## src/rtl/mem_arb_pkg.sv

```systemverilog
// mem_arb_pkg: shared types and constants for the two-requester memory arbiter.
//   state_e      arbiter FSM states (IDLE/ACCESS/WAIT/RESP)
//   MODE_READ    value of mem.mode that reads (and never writes)
//   MODE_WRITE   value of mem.mode that commits data_in at the clock edge
//   REQ_R0/R1    requester indices into the 2-bit request/response vectors
package mem_arb_pkg;

    typedef enum logic [1:0] {
        IDLE   = 2'd0,
        ACCESS = 2'd1,
        WAIT   = 2'd2,
        RESP   = 2'd3
    } state_e;

    localparam logic MODE_READ  = 1'b1;
    localparam logic MODE_WRITE = 1'b0;

    localparam int REQ_R0 = 0;
    localparam int REQ_R1 = 1;

    // Index of the single set bit of a two-requester grant vector.
    function automatic logic grant_idx(input logic [1:0] grant);
        return grant[REQ_R1];
    endfunction

endpackage

```

## src/rtl/mem_arb_pick.sv

```systemverilog
// mem_arb_pick: combinational winner selection between the two requesters.
//   req_valid  in   2  request pending per requester
//   last_grant in   1  requester that won the previous handshake
//   grant      out  2  one-hot winner, all zero when nobody is requesting
// Macro MEM_ARB_RR_EN selects round-robin on ties; without it r0 always wins
// ties and last_grant is ignored.
module mem_arb_pick
    import mem_arb_pkg::*;
(
    input  logic [1:0] req_valid,
    input  logic       last_grant,
    output logic [1:0] grant
);

`ifdef MEM_ARB_RR_EN
    always_comb begin
        grant = req_valid;
        if (req_valid == 2'b11) begin
            // Tie: the requester that did not win last time goes next.
            grant = (last_grant == 1'(REQ_R1)) ? 2'b01 : 2'b10;
        end
    end
`else
    logic unused_last_grant;
    assign unused_last_grant = last_grant;

    always_comb begin
        grant = 2'b00;
        if (req_valid[REQ_R0]) begin
            grant = 2'b01;
        end else if (req_valid[REQ_R1]) begin
            grant = 2'b10;
        end
    end
`endif

endmodule

```

## src/rtl/mem_arbiter.sv

```systemverilog
// mem_arbiter: shares one single-port memory between two requesters, one
// transaction in flight at a time.
//   clk, rst_n     rising-edge clock, asynchronous active-low reset
//   req_valid/ready/we/addr/wdata   per-requester request channel
//   resp_valid     one-cycle completion pulse per requester
//   resp_rdata     read data (shared), valid with resp_valid, held otherwise
//   mem_addr/mem_data_in/mem_mode/mem_data_out   memory port (mode 1=read)
//   dbg_state      current FSM state, for observation only
// Handshake: a request is taken in the cycle where req_valid[i] & req_ready[i]
// are both high. req_ready is only ever raised in IDLE, for the single winner,
// so a requester may withdraw valid at any time without losing anything.
// Tie resolution is set by MEM_ARB_RR_EN inside mem_arb_pick.
module mem_arbiter
    import mem_arb_pkg::*;
#(
    parameter int AW     = 8,
    parameter int DW     = 32,
    parameter int RD_LAT = 1
) (
    input  logic            clk,
    input  logic            rst_n,
    input  logic [1:0]      req_valid,
    output logic [1:0]      req_ready,
    input  logic [1:0]      req_we,
    input  logic [2*AW-1:0] req_addr,
    input  logic [2*DW-1:0] req_wdata,
    output logic [1:0]      resp_valid,
    output logic [DW-1:0]   resp_rdata,
    output logic [AW-1:0]   mem_addr,
    output logic [DW-1:0]   mem_data_in,
    output logic            mem_mode,
    input  logic [DW-1:0]   mem_data_out,
    output logic [1:0]      dbg_state
);

    // Reload value for the read-latency counter; WAIT ends when it hits 0.
    localparam logic [1:0] LAT_INIT = (RD_LAT > 0) ? 2'(RD_LAT - 1) : 2'd0;

    state_e          state_q, state_d;
    logic [1:0]      lat_cnt_q, lat_cnt_d;
    logic            owner_q, owner_d;
    logic            last_grant_q, last_grant_d;
    logic            we_q, we_d;
    logic [AW-1:0]   addr_q, addr_d;
    logic [DW-1:0]   wdata_q, wdata_d;
    logic [DW-1:0]   rdata_q, rdata_d;
    logic [1:0]      grant;
    logic            sel;

    mem_arb_pick u_pick (
        .req_valid  (req_valid),
        .last_grant (last_grant_q),
        .grant      (grant)
    );

    assign sel = grant_idx(grant);

    // State register and datapath latches.
    always_ff @(posedge clk or negedge rst_n) begin
        if (!rst_n) begin
            state_q      <= IDLE;
            lat_cnt_q    <= 2'd0;
            owner_q      <= 1'b0;
            last_grant_q <= 1'b1;
            we_q         <= 1'b0;
            addr_q       <= '0;
            wdata_q      <= '0;
            rdata_q      <= '0;
        end else begin
            state_q      <= state_d;
            lat_cnt_q    <= lat_cnt_d;
            owner_q      <= owner_d;
            last_grant_q <= last_grant_d;
            we_q         <= we_d;
            addr_q       <= addr_d;
            wdata_q      <= wdata_d;
            rdata_q      <= rdata_d;
        end
    end

    // Next-state and latch updates.
    always_comb begin
        state_d      = state_q;
        lat_cnt_d    = lat_cnt_q;
        owner_d      = owner_q;
        last_grant_d = last_grant_q;
        we_d         = we_q;
        addr_d       = addr_q;
        wdata_d      = wdata_q;
        rdata_d      = rdata_q;
        case (state_q)
            IDLE: begin
                // grant is non-zero only for a valid requester, and in IDLE
                // req_ready equals grant, so this is exactly the handshake.
                if (|grant) begin
                    owner_d      = sel;
                    last_grant_d = sel;
                    we_d         = sel ? req_we[REQ_R1] : req_we[REQ_R0];
                    addr_d       = sel ? req_addr[REQ_R1*AW +: AW]
                                       : req_addr[REQ_R0*AW +: AW];
                    wdata_d      = sel ? req_wdata[REQ_R1*DW +: DW]
                                       : req_wdata[REQ_R0*DW +: DW];
                    state_d      = ACCESS;
                end
            end
            ACCESS: begin
                if (we_q) begin
                    state_d = RESP;
                end else if (RD_LAT == 0) begin
                    rdata_d = mem_data_out;
                    state_d = RESP;
                end else begin
                    lat_cnt_d = LAT_INIT;
                    state_d   = WAIT;
                end
            end
            WAIT: begin
                if (lat_cnt_q == 2'd0) begin
                    rdata_d = mem_data_out;
                    state_d = RESP;
                end else begin
                    lat_cnt_d = lat_cnt_q - 2'd1;
                end
            end
            RESP: begin
                state_d = IDLE;
            end
            default: begin
                state_d = IDLE;
            end
        endcase
    end

    // Outputs. mem_mode is forced to read everywhere except ACCESS so the
    // memory can never see a write outside the one intended cycle.
    always_comb begin
        req_ready  = 2'b00;
        resp_valid = 2'b00;
        mem_mode   = MODE_READ;
        case (state_q)
            IDLE: begin
                // Gated by rst_n so nothing looks accepted while reset is held.
                if (rst_n) begin
                    req_ready = grant;
                end
            end
            ACCESS: begin
                mem_mode = we_q ? MODE_WRITE : MODE_READ;
            end
            RESP: begin
                resp_valid[owner_q] = 1'b1;
            end
            default: begin
            end
        endcase
    end

    assign mem_addr    = addr_q;
    assign mem_data_in = wdata_q;
    assign resp_rdata  = rdata_q;
    assign dbg_state   = state_q;

endmodule

```

## config.mk

```make
export PLATFORM = sky130hd
export DESIGN_NAME = mem_arbiter
export DESIGN_NICKNAME = d
export VERILOG_FILES = /design/src/rtl/mem_arb_pkg.sv /design/src/rtl/mem_arb_pick.sv /design/src/rtl/mem_arbiter.sv
export SDC_FILE = /design/constraint.sdc
export NUM_CORES = 1
export LEC_CHECK = 0
export ABC_AREA = 0
export BUFFER_PORTS_ARGS = -buffer_cell sky130_fd_sc_hd__buf_2
export CORE_ASPECT_RATIO = 0.75
export CORE_MARGIN = 4
export CORE_UTILIZATION = 44
export DETAILED_ROUTE_END_ITERATION = 6
export PLACE_DENSITY = 0.84
export REMOVE_ABC_BUFFERS = 1
export SLEW_MARGIN = 40
export SYNTH_ARGS = -nofsm -noshare
export SYNTH_HDL_FRONTEND = slang
export SYNTH_SLANG_ARGS = --single-unit
```

## constraint.sdc

```tcl
create_clock -name clk -period 2.1 [get_ports clk]
set_clock_uncertainty 0.2 [all_clocks]
set_input_delay 0.105 -clock clk [delete_from_list [all_inputs] [get_ports clk]]
set_output_delay 0.105 -clock clk [all_outputs]
set_load 0.02 [all_outputs]
```

==> flow_metrics.py, run 1 <==
metrics = {
    "synthesis": {
        "ys_seq_elements": 78,
        "ys_warn_count": 0,
        "syn_area_per_cell_sq_um": 12.2,
        "postSynthCellCount": 284,
        "syn_area_sq_um": 3470,
        "yosys.cell_types.count": 23,
        "ys_seq_area_share_pct": 56.2,
    },
    "floorplan": {
        "dieWidth_um": 111,
        "die_y_um": 84.9,
        "io_pins": 197,
        "start_util_pct": 46.3,
        "rows": 27,
    },
    "status": {
        "failing_step": "clock tree synthesis (4_1_cts)",
        "error": "[ERROR RSZ-0060] Max buffer count reached.",
        "outcome": "aborted with a tool error",
    },
    "place": {
        "dp.cells": 570,
        "gp_congestion": 0.790,
        "dp.final_hpwl_um": 6830,
        "io_buffers": 196,
    },
    "clock_tree": {
        "cts-resized-gates": 0,
        "cts_buffer_depth": 2,
        "cts-htree-levels": 3,
        "cts-root-buf": "clkbuf_8",
        "post_cts_buffers": 0,
        "cts-hold-fix-buffers": 118,
        "cts_buffers": 9,
        "cts.sinks": 78,
    },
}
-- cell usage after synthesis (all sizes together) --
library cell,n,share of area [%]
dfrtp,78,56
nand2,43,4.7
o21ai,43,6.3
mux2i,41,12
mux2,33,11
buf,17,4.4
ha,5,1.8
inv,4,0.43
nor2,4,0.43
a21oi,3,0.43
a22o,3,0.76
nor2b,3,0.61
a211oi,2,0.43
and3,2,0.36
a21o,1,0.22
and2,1,0.18
o2bb2ai,1,0.25
-- per-stage QoR --
step	setup TNS [ps]	worst slack, ps	area, sq um	hold WS, ps	utilization, %
floorplan	-13210	-315	3320	-391	-
global placement	0	343	4530	-209	60.4
detailed placement	0	214	4530	-208	60.4
-- cell families after synthesis --
group	share of synthesized area [%]
AO/OA/AOI/OAI	8.39
multiplexers	22.5
AND/OR/NAND/NOR	6.30
adder cells (fa/ha/maj)	1.80
buffers and inverters	4.79
flip-flops	56.2
==> run 2, diff against run 1 <==
- CORE_ASPECT_RATIO: 0.75 -> default
- CORE_UTILIZATION: 44 -> 40
- PLACE_DENSITY: 0.84 -> default
- PLACE_DENSITY_LB_ADDON: default -> 0.15
==> run 2 against run 1 <==
The flow now finishes, with violations (negative setup slack). Synthesized cell count unchanged. Synthesized area unchanged.
==> flow_metrics.py, run 2 <==
metrics = {
    "clock_tree": {
        "cts_buffers": 9,
        "clk_pin_slew_ps": 80,
        "cts_tree": "done",
        "cts-htree-levels": 3,
        "cts_buffer_depth": 2,
        "cts.sinks": 78,
        "cts-root-buf": "clkbuf_8",
        "clock_latency_ps": 340,
    },
    "floorplan": {
        "dieWidth_um": 101,
        "rows": 33,
        "io_pins": 197,
        "start_util_pct": 41.6,
        "die_y_um": 101,
        "die_area_sq_um": 10200,
        "core_area_sq_um": 8340,
    },
    "finish": {
        "nFillCells": 541,
        "final_cell_mix": "buf_2 (194), dlygate4sd3_1 (115), dfrtp_1 (78)",
        "multi_input_area_sq_um": 1380,
        "diodes": 0,
        "stdcell_area_sq_um": 6080,
        "mostFrequentLayoutCell": "buf_2",
        "regArea_sq_um": 1950,
        "final_cells": 714,
        "fin_nets": 727,
        "drive_above_1_share_pct": 37.3,
        "area_growth_pct": 75.0,
    },
    "setup_path": {
        "required_ps": 2110,
        "rr_startpoint": "dbg_state[0]",
        "critPathKind": "in2reg",
        "crit_top_cell": "dlygate4sd3_1",
        "startpoint_type": "primary input",
        "critical_path.endpoint_type": "flip-flop",
        "arrival_ps": 2150,
        "reg2reg_slack_ps": 140,
        "critPathLaunch": "req_valid[0]",
        "cp_max_fo": 7,
        "slowest_stage": "dlygate4sd3_1",
        "path_cells": "dlygate4sd3_1, buf_4, nor2b_4, buf_12, buf_6, mux2i_1, dlygate4sd3_1, o21ai_1",
        "slowest_delay_ps": 590,
    },
    "routing": {
        "via_count": 3422,
        "drc": 0,
        "viasPerCell": 4.79,
        "routed_wl_um": 11900,
        "firstDrtPassIters": 4,
        "ant_nets": 0,
        "routedWlPerCell_um": 16.6,
        "drt_iter0_drc": 106,
    },
    "grt": {
        "grt_pass1_wl_um": 17600,
        "grt_max_degree": 54,
        "grt_pass1_vias": 3593,
        "grt_remaining_overflow": 0,
        "antenna_found_initial": 0,
        "grt_use_total_pct": 22.0,
    },
    "status": {
        "violations": "negative setup slack",
        "outcome": "finished with violations",
    },
    "synthesis": {
        "ys_top_cells_by_count": "dfrtp_1 (78), nand2_1 (42), mux2i_1 (41), o21ai_1 (41), mux2_1 (33)",
        "synth.top_cell.area_share_pct": 56.2,
        "postSynthCellCount": 284,
        "ys_seq_elements": 78,
        "ys_warn_count": 0,
        "ys.flop_type": "dfrtp_1",
        "yosysMostFrequentCell": "dfrtp_1",
        "ys_seq_area_share_pct": 56.2,
        "yosys.cell_types.count": 23,
        "synth_edf_count": 0,
        "yosys.area.top_type": "dfrtp_1",
        "synthArstFlopShare_pct": 100,
        "synth_area_leaders": "dfrtp_1 (56%), mux2i_1 (12%), mux2_1 (11%)",
        "syn_area_sq_um": 3470,
        "syn_area_per_cell_sq_um": 12.2,
    },
    "timing": {
        "rsz0062_at_grt": "yes",
        "min_period_ps": 2130,
        "period_share_pct": 101,
        "maxSlewViolCount": 0,
        "timing.hold.ws_ps": 47.9,
        "maxSlewHeadroom_pct": 63.9,
        "hold_viol_final": 0,
        "worst_slack_ps": -30.7,
        "setup_viol": 2,
        "fmax_ghz": 0.469,
        "tns_ps": -35.0,
        "tightest_slew_ps": 539,
    },
    "flow_run": {
        "cap_violations": 0,
    },
    "place": {
        "io_buffers": 196,
        "dp.final_hpwl_um": 6630,
        "placed_area_sq_um": 4540,
        "dp.cells": 573,
        "gp_congestion": 0.747,
    },
    "power_and_ir_drop": {
        "power.density_nw_per_um2": 1240,
        "vdd_drop_max_mv": 0.615,
        "p_total_mw": 7.51,
        "p_leak_nw": 3.03,
    },
    "min_path": {
        "hp-class": "in2async",
    },
}
run 2: cell counts after synthesis:
Identical to the previous run, type by type.
run 2: final timing paths:
check,cells after the start,to
worst max-delay path,8,mem_data_in[5]
max in group asynchronous,3,mem_data_in[21]
worst max register to register,5,owner_q
min in group clk,4,mem_addr[0]
worst min-delay path,2,mem_data_in[29]
worst min register to register,2,mem_data_in[3]
run 2: area by class of cell:
| type | instances | area share [%] |
|---|---|---|
| clock inverters | 3 | 1.11 |
| flip-flops and latches | 78 | 32.1 |
| multi-input cells | 185 | 22.6 |
| inverters | 4 | 0.247 |
| well taps | 105 | 2.16 |
| clock buffers | 13 | 2.45 |
| repair buffers | 326 | 39.3 |
run 2: repair_timing:
action / in CTS / in global routing
gates resized for setup: 0 / 7
hold endpoints to repair: 152 / 15
setup endpoints to repair: 0 / 33
hold buffers: 117 / 15
buffers inserted: 0 / 2
run 2: cells by family (layout without fill, tap and decap cells):
kind of cell / after synthesis / in the layout / synth area share [%]
mux: 74 / 74 / 22.5
buf+inv: 21 / 346 / 4.79
simple gates: 53 / 53 / 6.30
compound gates: 53 / 53 / 8.39
flops: 78 / 78 / 56.2
fa+ha+maj: 5 / 5 / 1.80
run 2: layer usage:
| layer | routed length [um] | track usage [%] |
|---|---|---|
| met2 | 5660 | 36.6 |
| met4 | 355 | 9.41 |
| met1 | 4670 | 26.7 |
| met5 | 0 | 0 |
| met3 | 1190 | 6.54 |
run 2: where the power goes:
group	total [mW]	internal [mW]	leakage [nW]	switching, mW
clock network	1.23	0.705	0.104	0.527
logic	3.65	1.46	1.98	2.19
registers	2.63	2.24	0.943	0.391
run 2: per-stage QoR:
stage | utilization, % | setup slack [ps]
2_1_floorplan | - | -315
3_3_place_gp | 54.4 | 286
3_5_place_dp | 54.4 | 201
4_1_cts | 71.0 | 38.7
5_1_grt | 72.9 | -47.9
6_report | 72.9 | -30.7
run 2: worst max-delay path, delay by kind of cell:
family                 cells  cell delay [ps]
AO/OA/AOI/OAI              1               70
buffers and inverters      5             1610
multiplexers               1              190
AND/OR/NAND/NOR            1              170
(Power assumes the default switching activity.)
==> run 3, diff against run 2 <==
- PLACE_DENSITY: default -> 0.81
- PLACE_DENSITY_LB_ADDON: 0.15 -> default
- clock period: 2.1 -> 2.2 ns (I/O delays scaled with it)
==> run 3 against run 2 <==
The flow now stops in clock tree synthesis (4_1_cts). Synthesized area unchanged. Synthesized cell count unchanged.
==> flow_metrics.py, run 3 <==
metrics = {
    "clock_tree": {
        "cts_buffers": 9,
        "cts_buffer_depth": 2,
        "cts-resized-gates": 0,
        "cts-htree-levels": 3,
        "cts.sinks": 78,
        "cts-hold-fix-buffers": 121,
        "post_cts_buffers": 0,
        "cts-root-buf": "clkbuf_8",
    },
    "synthesis": {
        "yosysMostFrequentCell": "dfrtp_1",
        "synth_edf_count": 0,
        "ys_seq_elements": 78,
        "synth.top_cell.area_share_pct": 56.2,
        "yosys.area.top_type": "dfrtp_1",
        "synthArstFlopShare_pct": 100,
        "yosys.cell_types.count": 23,
        "ys_seq_area_share_pct": 56.2,
        "syn_area_per_cell_sq_um": 12.2,
        "ys_warn_count": 0,
        "ys.flop_type": "dfrtp_1",
        "ys_top_cells_by_count": "dfrtp_1 (78), nand2_1 (42), mux2i_1 (41), o21ai_1 (41), mux2_1 (33)",
        "syn_area_sq_um": 3470,
        "postSynthCellCount": 284,
        "synth_area_leaders": "dfrtp_1 (56%), mux2i_1 (12%), mux2_1 (11%)",
    },
    "floorplan": {
        "die_y_um": 101,
        "io_pins": 197,
        "dieWidth_um": 101,
        "start_util_pct": 41.6,
        "rows": 33,
    },
    "status": {
        "outcome": "aborted with a tool error",
        "failing_step": "clock tree synthesis (4_1_cts)",
        "error": "[ERROR RSZ-0060] Max buffer count reached.",
    },
    "place": {
        "dp.cells": 575,
        "placed_area_sq_um": 4540,
        "io_buffers": 196,
        "gp_congestion": 0.751,
        "dp.final_hpwl_um": 6710,
    },
}
-- run 3: cell counts after synthesis --
Identical to the previous run, type by type.
-- run 3: cells by family after synthesis --
logic type | after synthesis | synth area share, %
AND/OR/NAND/NOR | 53 | 6.30
multiplexers | 74 | 22.5
AO/OA/AOI/OAI | 53 | 8.39
flip-flops | 78 | 56.2
adder cells (fa/ha/maj) | 5 | 1.80
buffers and inverters | 21 | 4.79
-- run 3: metrics by stage --
step           util (%)  hold WS [ps]  setup WS, ps
2_1_floorplan         -          -386          -220
3_3_place_gp       54.4          -128           476
3_5_place_dp       54.4          -131           396
